## src/rtl/alu_issue_seq.sv

```systemverilog
// Sequential ALU issuer/collector: decode, issue, wait, capture, hand off.
// Optional ALU_ISSUE_DIV0_FLAG_EN adds a div0 output and fast divide-by-zero.
module alu_issue_seq #(
    parameter int WIDTH      = 32,
    parameter int DIV_CYCLES = 4
) (
    input  logic             clk,
    input  logic             rst_n,
    input  logic             in_valid,
    output logic             in_ready,
    input  logic [1:0]       aluop_in,
    input  logic [5:0]       funct_in,
    input  logic [WIDTH-1:0] opnd_a,
    input  logic [WIDTH-1:0] opnd_b,
    output logic [WIDTH-1:0] alu_a,
    output logic [WIDTH-1:0] alu_b,
    output logic [3:0]       alu_op,
    input  logic [WIDTH-1:0] alu_result,
    input  logic             alu_zero,
    output logic             out_valid,
    input  logic             out_ready,
    output logic [WIDTH-1:0] result,
    output logic             zero,
`ifdef ALU_ISSUE_DIV0_FLAG_EN
    output logic             illegal,
    output logic             div0
`else
    output logic             illegal
`endif
);

    localparam int CW = (DIV_CYCLES > 1) ? $clog2(DIV_CYCLES) : 1;
    localparam logic [CW-1:0] CNT_DIV = CW'(DIV_CYCLES - 1);

    localparam logic [1:0] IDLE = 2'd0;
    localparam logic [1:0] EXEC = 2'd1;
    localparam logic [1:0] DONE = 2'd2;

    localparam logic [3:0] OP_AND = 4'b0000;
    localparam logic [3:0] OP_OR  = 4'b0001;
    localparam logic [3:0] OP_ADD = 4'b0010;
    localparam logic [3:0] OP_SUB = 4'b0110;
    localparam logic [3:0] OP_SLT = 4'b0111;
    localparam logic [3:0] OP_DIV = 4'b1010;

    logic [1:0]    state;
    logic [CW-1:0] cnt;
    logic [3:0]    dec_op;
    logic          dec_ill;
    logic          dec_wait;

    always_comb begin
        dec_op  = OP_AND;
        dec_ill = 1'b0;
        unique case (aluop_in)
            2'b00: dec_op = OP_ADD;
            2'b01: dec_op = OP_SUB;
            2'b10: begin
                case (funct_in)
                    6'b100000: dec_op = OP_ADD;
                    6'b100010: dec_op = OP_SUB;
                    6'b100100: dec_op = OP_AND;
                    6'b100101: dec_op = OP_OR;
                    6'b101010: dec_op = OP_SLT;
                    6'b011010: dec_op = OP_DIV;
                    default:   dec_ill = 1'b1;
                endcase
            end
            2'b11: dec_ill = 1'b1;
        endcase
    end

`ifdef ALU_ISSUE_DIV0_FLAG_EN
    logic dec_div0;
    assign dec_div0 = (dec_op == OP_DIV) && (opnd_b == '0);
    // Divide by zero is flagged up front, so there is nothing to wait for.
    assign dec_wait = (dec_op == OP_DIV) && !dec_div0;
`else
    assign dec_wait = (dec_op == OP_DIV);
`endif

    assign in_ready  = (state == IDLE);
    assign out_valid = (state == DONE);

    always_ff @(posedge clk or negedge rst_n) begin
        if (!rst_n) begin
            state   <= IDLE;
            cnt     <= '0;
            alu_a   <= '0;
            alu_b   <= '0;
            alu_op  <= '0;
            result  <= '0;
            zero    <= 1'b0;
            illegal <= 1'b0;
`ifdef ALU_ISSUE_DIV0_FLAG_EN
            div0    <= 1'b0;
`endif
        end else begin
            unique case (state)
                IDLE: begin
                    if (in_valid) begin
                        alu_a   <= opnd_a;
                        alu_b   <= opnd_b;
                        alu_op  <= dec_op;
                        illegal <= dec_ill;
                        cnt     <= dec_wait ? CNT_DIV : '0;
`ifdef ALU_ISSUE_DIV0_FLAG_EN
                        div0    <= dec_div0;
`endif
                        state   <= EXEC;
                    end
                end
                EXEC: begin
                    if (cnt == '0) begin
                        result <= illegal ? '0 : alu_result;
                        zero   <= illegal ? 1'b0 : alu_zero;
                        state  <= DONE;
                    end else begin
                        cnt <= cnt - CW'(1);
                    end
                end
                DONE: begin
                    if (out_ready) begin
                        state <= IDLE;
                    end
                end
                default: state <= IDLE;
            endcase
        end
    end

endmodule

```

## config.mk

```make
export PLATFORM = sky130hd
export DESIGN_NAME = alu_issue_seq
export DESIGN_NICKNAME = d
export VERILOG_FILES = /design/src/rtl/alu_issue_seq.sv
export SDC_FILE = /design/constraint.sdc
export NUM_CORES = 1
export LEC_CHECK = 0
export ABC_AREA = 1
export CORE_UTILIZATION = 41
export CTS_BUF_LIST = sky130_fd_sc_hd__clkbuf_4 sky130_fd_sc_hd__clkbuf_8
export DETAILED_ROUTE_END_ITERATION = 16
export HOLD_SLACK_MARGIN = 0.03
export PLACE_DENSITY_LB_ADDON = 0.1
export SKIP_LAST_GASP = 1
export SLEW_MARGIN = 20
export SYNTH_ARGS = -nofsm -noshare
export SYNTH_HDL_FRONTEND = slang
export SYNTH_SLANG_ARGS = --single-unit
export TNS_END_PERCENT = 50
```

## constraint.sdc

```tcl
create_clock -name clk -period 1.4 [get_ports clk]
set_input_delay 0.28 -clock clk [delete_from_list [all_inputs] [get_ports clk]]
set_output_delay 0.28 -clock clk [all_outputs]
set_load 0.01 [all_outputs]
```

==> impl_metrics.tcl, run 1 <==
set metrics [dict create \
    layout_min_cycle_time_ns 1.55 \
    wire_per_inst_um 13.6 \
    grt_max_degree 50 \
    worstSetupPathType "reg2out" \
    dr.pass1.iters 4 \
    io_buffer_count 212 \
    power_frac_seq 0.387 \
    vias_per_cell 4.60 \
    rr_startpoint "cnt[0]" \
    slowest_stage "clkdlybuf4s50_1" \
    slew_violations 0 \
    skew_ns 0.0116 \
    cp.required_ns 1.12 \
    p_int_w 0.00834 \
    synthCells 485 \
    path_buf_inv 1 \
    fin_worst_hold_slack_ns 0.387 \
    antenna_found_initial 0 \
    switchingPower_w 0.00510 \
    reg2reg_depth 8 \
    clock_path_buffers 2 \
    layout_commonest_cell "nand2_1" \
    fin_cells 851 \
    ys_types 19 \
    cts_tree "yes" \
    crit_cells 1 \
    violations "setup timing" \
    hold_viol 0 \
    cts-root-buf "clkbuf_8" \
    grt_pass1_wl_mm 17.5 \
    rows 36 \
    fillers 792 \
    setup_viol 10 \
    max_stage_delay_ns 0.54 \
    path_clk_slew_ns 0.10 \
    crit_chain "clkdlybuf4s50_1" \
    cellLeakagePower_nw 4.09 \
    fin_nets 823 \
    dp_hpwl_mm 8.55 \
    status "finished, violations left" \
    synth_area_per_cell_um2 8.70 \
    vias 3914 \
    post_cts_buffers 0 \
    clk_latency_ns 0.37 \
    start_util 0.428 \
    ys_seq_area_frac 0.629 \
    antennaDiodeCount 0 \
    maxCapViolations 0 \
    arrival_ns 1.27 \
    slew_headroom 0.711 \
    fp.dieW_um 103 \
    place_congestion 0.778 \
    htreeDepth 3 \
    die_h_um 103 \
    place_area_mm2 0.00665 \
    setup_ws_ns -0.147 \
    min-delay-path-class "in2async" \
    syn_area_mm2 0.00422 \
    cts.sinks 106 \
    yosysWarnings 0 \
    end_kind "primary output" \
    drt_iter0_drc 95 \
    drc 0 \
    grt_overflow_total 0 \
    cts_made_buffers 9 \
    layout_common_cells "nand2_1 (272), clkdlybuf4s50_1 (116), dfrtp_1 (106)" \
    endpoint "alu_b[29]" \
    max_freq_mhz 646 \
    dieArea_mm2 0.0107 \
    ys_ff_latch 106 \
    crit_start "alu_b[29]" \
    ant_nets 0 \
    area_delta_synth_final_pct 63.5 \
    design_area_mm2 0.00690 \
    tightestPinTransition_ns 0.434 \
    power_density_mw_per_mm2 1950 \
    rsz0062_at_grt "yes" \
    reg2reg_to "result[29]" \
    io_pins 213 \
    grt_usage 0.215 \
    dp_cells 834 \
    core_area_mm2 0.00986 \
    period_share 1.10 \
    first_global_vias 3763 \
    wl_mm 11.6 \
    irDropWorstVdd_mv 1.02 \
    finalPower_w 0.0134 \
    path_max_fanout 2 \
    sw_frac_of_total 0.379 \
    p_comb_frac 0.474 \
    start_kind "register" \
    critical_path.top_delay_family "buffers and inverters" \
    synth_nets 595 \
    pwr-share-clk 0.139 \
    drive_gt1_frac 0.0710 \
    r2r_setup_slack_ns 0.09 \
]
[layer usage]
metal | up-vias | share of wire | global-route usage
li1 | 1936 | - | -
met1 | 1813 | 0.40 | 0.256
met2 | 144 | 0.48 | 0.359
met3 | 21 | 0.088 | 0.0645
met4 | 0 | 0.024 | 0.0975
met5 | - | 0 | 0
[logic make-up (layout without fill, tap and decap cells)]
logic type,after synthesis,after routing,synth area share
AOI/OAI and AO/OA,6,6,0.00860
adders and majority gates,1,1,0.00297
buffers and inverters,38,271,0.0469
DFF,106,106,0.629
and+or+nand+nor,334,334,0.313
[metrics by stage]
stage          worst slack (ns)  TNS (ns)  utilization
2_1_floorplan             0.158         0            -
3_3_place_gp            -0.0941     -3.02        0.675
3_5_place_dp             -0.138     -3.44        0.675
4_1_cts                  -0.171     -8.44        0.688
5_1_grt                  -0.180     -2.31        0.699
6_report                 -0.147     -1.28        0.699
[worst min path at each step]
stage | to | startpoint | depth (start not counted)
3_5_place_dp | result[19] | rst_n | 1
2_1_floorplan | alu_a[0] | rst_n | 0
4_1_cts | alu_op[1] | rst_n | 2
5_1_grt | result[19] | rst_n | 2
6_report | result[14] | rst_n | 2
3_3_place_gp | result[19] | rst_n | 1
[what timing repair did]
action / 4_1_cts / 5_1_grt
hold buffers: 1 / 0
hold endpoints to repair: 26 / 0
resized for setup: 55 / 43
pin swaps: 0 / 0
endpoints found under the setup margin: 104 / 87
gates cloned: 0 / 0
[power groups by stage]
stage	Sequential [W]	Clock (W)	Combinational (W)
after floorplan	0.00584	0	0.00245
after global placement	0.00525	0	0.00691
after detailed placement	0.00527	0	0.00708
after CTS	0.00523	0.00192	0.00660
after global routing	0.00537	0.00202	0.00704
final	0.00520	0.00187	0.00636
[flip-flops by register name, indices dropped and copies added (netlist names)]
name	count
result	32
alu_b	32
illegal	1
alu_op	4
cnt	2
zero	1
state	2
alu_a	32
[final cells by class]
type | instances | area (µm²) | share of cell area
clock inverters | 7 | 70.1 | 0.0102
repair buffers | 240 | 2460 | 0.356
inverters | 15 | 56.3 | 0.00816
multi-input cells | 341 | 1370 | 0.198
clock buffers | 9 | 124 | 0.0180
well taps | 133 | 166 | 0.0241
flip-flops and latches | 106 | 2650 | 0.385
[synth_stat cells, drive strengths merged]
library cell	n	area share
nand2	273	0.24
nand3	37	0.044
ha	1	0.0030
clkbuf	7	0.0062
o211ai	1	0.0018
buf	16	0.027
a31oi	1	0.0015
a21oi	3	0.0036
nand4	3	0.0044
inv	15	0.013
nor2	21	0.021
dfrtp	106	0.63
o31ai	1	0.0018
Power figures use the tool's default switching activity.
==> run 2, diff against run 1 <==
SLEW_MARGIN = 25   (was 20)
==> results of run 2 <==
Same layout as run 1: the final DEF is identical, and so are final timing and power.
==> run 3, diff against run 2 <==
ABC_AREA = default   (was 1)
CORE_UTILIZATION = 42   (was 41)
==> impl_metrics.tcl, run 3 <==
set metrics [dict create \
    irDropWorstVdd_mv 1.18 \
    fin_nets 814 \
    synth-edff-count 0 \
    status "finished, violations left" \
    clk_latency_ns 0.36 \
    area_delta_synth_final_pct 70.9 \
    maxCapViolations 0 \
    place_area_mm2 0.00671 \
    antennaDiodeCount 0 \
    place_congestion 0.794 \
    first_global_vias 3658 \
    hold_viol 0 \
    rows 36 \
    fin_worst_hold_slack_ns 0.432 \
    io_buffer_count 212 \
    synth_area_leader_cell "dfrtp_1" \
    setup_viol 17 \
    grt_usage 0.214 \
    cts.sinks 106 \
    worstSetupPathType "reg2out" \
    max_stage_delay_ns 0.54 \
    cp.required_ns 1.12 \
    htreeDepth 3 \
    arrival_ns 1.28 \
    dieArea_mm2 0.0107 \
    rr_startpoint "state[0]" \
    tightestPinTransition_ns 0.562 \
    slew_violations 0 \
    vias_per_cell 4.62 \
    start_kind "register" \
    wl_mm 12.3 \
    path_clk_slew_ns 0.09 \
    layout_min_cycle_time_ns 1.56 \
    synth_flop_cell "dfrtp_1" \
    power_density_mw_per_mm2 2060 \
    violations "setup timing" \
    path_max_fanout 2 \
    rsz0062_at_grt "yes" \
    r2r_setup_slack_ns -0.02 \
    slowest_stage "clkdlybuf4s50_1" \
    ys_seq_area_frac 0.615 \
    max_freq_mhz 642 \
    fin_cells 840 \
    fp.dieW_um 103 \
    synth_nets 581 \
    skew_ns 0.00562 \
    drive_gt1_frac 0.140 \
    path_buf_inv 1 \
    drc 0 \
    dp_hpwl_mm 8.08 \
    synth_common_cells "nand2_1 (232), dfrtp_1 (106), nand2b_1 (35), o21ai_0 (26), o21ai_1 (14)" \
    synth_area_per_cell_um2 9.15 \
    design_area_mm2 0.00737 \
    fillers 728 \
    setup_ws_ns -0.158 \
    dr.pass1.iters 4 \
    cellLeakagePower_nw 4.04 \
    min-delay-path-class "in2reg" \
    io_pins 213 \
    endpoint "alu_a[5]" \
    drt_iter0_drc 101 \
    grt_max_degree 107 \
    antenna_found_initial 0 \
    cts_tree "yes" \
    period_share 1.11 \
    syn_area_mm2 0.00431 \
    layout_commonest_cell "nand2_1" \
    start_util 0.437 \
    core_area_mm2 0.00986 \
    grt_pass1_wl_mm 17.4 \
    ys_ff_latch 106 \
    crit_start "alu_a[5]" \
    die_h_um 103 \
    ant_nets 0 \
    slew_headroom 0.625 \
    critical_path.top_delay_family "buffers and inverters" \
    crit_chain "clkdlybuf4s50_1" \
    synthCells 471 \
    reg2reg_to "alu_a[14]" \
    cts_made_buffers 9 \
    yosysTopAreaCellShare 0.615 \
    grt_overflow_total 0 \
    synthArstFlopShare 1.00 \
    layout_common_cells "nand2_1 (197), clkdlybuf4s50_1 (110), dfrtp_1 (105)" \
    crit_cells 1 \
    ys_top_cells_by_area "dfrtp_1 (62%), nand2_1 (20%), nand2b_1 (5.1%)" \
    wire_per_inst_um 14.7 \
    ys_types 33 \
    yosysMostFrequentCell "nand2_1" \
    setup_tns_ns -0.568 \
    yosysWarnings 0 \
    cts-root-buf "clkbuf_8" \
    dp_cells 813 \
    largestRegisters "alu_a: 32 flops, alu_b: 32 flops, result: 32 flops" \
    vias 3877 \
    end_kind "primary output" \
    reg2reg_depth 7 \
    clock_path_buffers 2 \
]
==> run 3: logic make-up after synthesis <==
kind of cell,count (synthesis),share of synthesized area
mux,1,0.00232
buf+inv,28,0.0345
flops,106,0.615
compound gates,49,0.0641
fa+ha+maj,1,0.00290
simple gates,286,0.281
==> run 3: layer usage <==
metal  track usage  routed length, µm
met5             0                  0
met3        0.0685               1020
met1         0.259               5020
met2         0.345               5960
met4         0.109                312
==> run 3: layout make-up <==
class,count,area (µm²),area share
clock buffer,11,145,0.0197
clock inverter,3,65.1,0.00883
inverter,3,11.3,0.00153
multi-input combinational,337,1680,0.228
sequential,106,2650,0.360
tap,133,166,0.0226
timing repair buffer,247,2650,0.359
==> run 3: metrics by stage <==
stage | power [W] | setup WS [ns] | util
detailed placement | 0.0128 | -0.324 | 0.680
floorplan | 0.00865 | 0.0782 | -
global route | 0.0163 | -0.176 | 0.747
global placement | 0.0126 | -0.225 | 0.680
CTS | 0.0144 | -0.159 | 0.696
finish | 0.0152 | -0.158 | 0.747
==> run 3: power by group <==
group | internal (W) | switching [W] | total [W]
Combinational | 0.00404 | 0.00389 | 0.00793
Clock | 0.00106 | 0.000977 | 0.00203
Sequential | 0.00450 | 0.000727 | 0.00523
==> run 3: how the worst min path moves through the flow <==
stage	to	start	depth (start not counted)	slack (ns)
6_report	alu_a[27]	opnd_a[27]	3	0.43
4_1_cts	alu_a[27]	opnd_a[27]	3	0.41
5_1_grt	alu_a[25]	opnd_a[25]	3	0.43
2_1_floorplan	alu_a[0]	rst_n	0	-0.02
3_5_place_dp	alu_a[0]	rst_n	2	0.40
3_3_place_gp	alu_b[26]	rst_n	2	0.40
==> run 3: worst reg2reg max path: stages, from the launching register on <==
cell and delay [ns]:
dfrtp_1 0.41, buf_6 0.13, buf_8 0.12, nor3_4 0.23
buf_6 0.18, clkbuf_16 0.18, nand2_2 0.05, nand2_1 0.06
==> run 3: timing repair <==
item,in CTS,in global routing
hold buffers,1,0
pin swaps,1,32
setup buffers,2,5
resized for setup,61,116
gates cloned,0,6
endpoints found under the hold margin,106,0
endpoints found under the setup margin,117,143
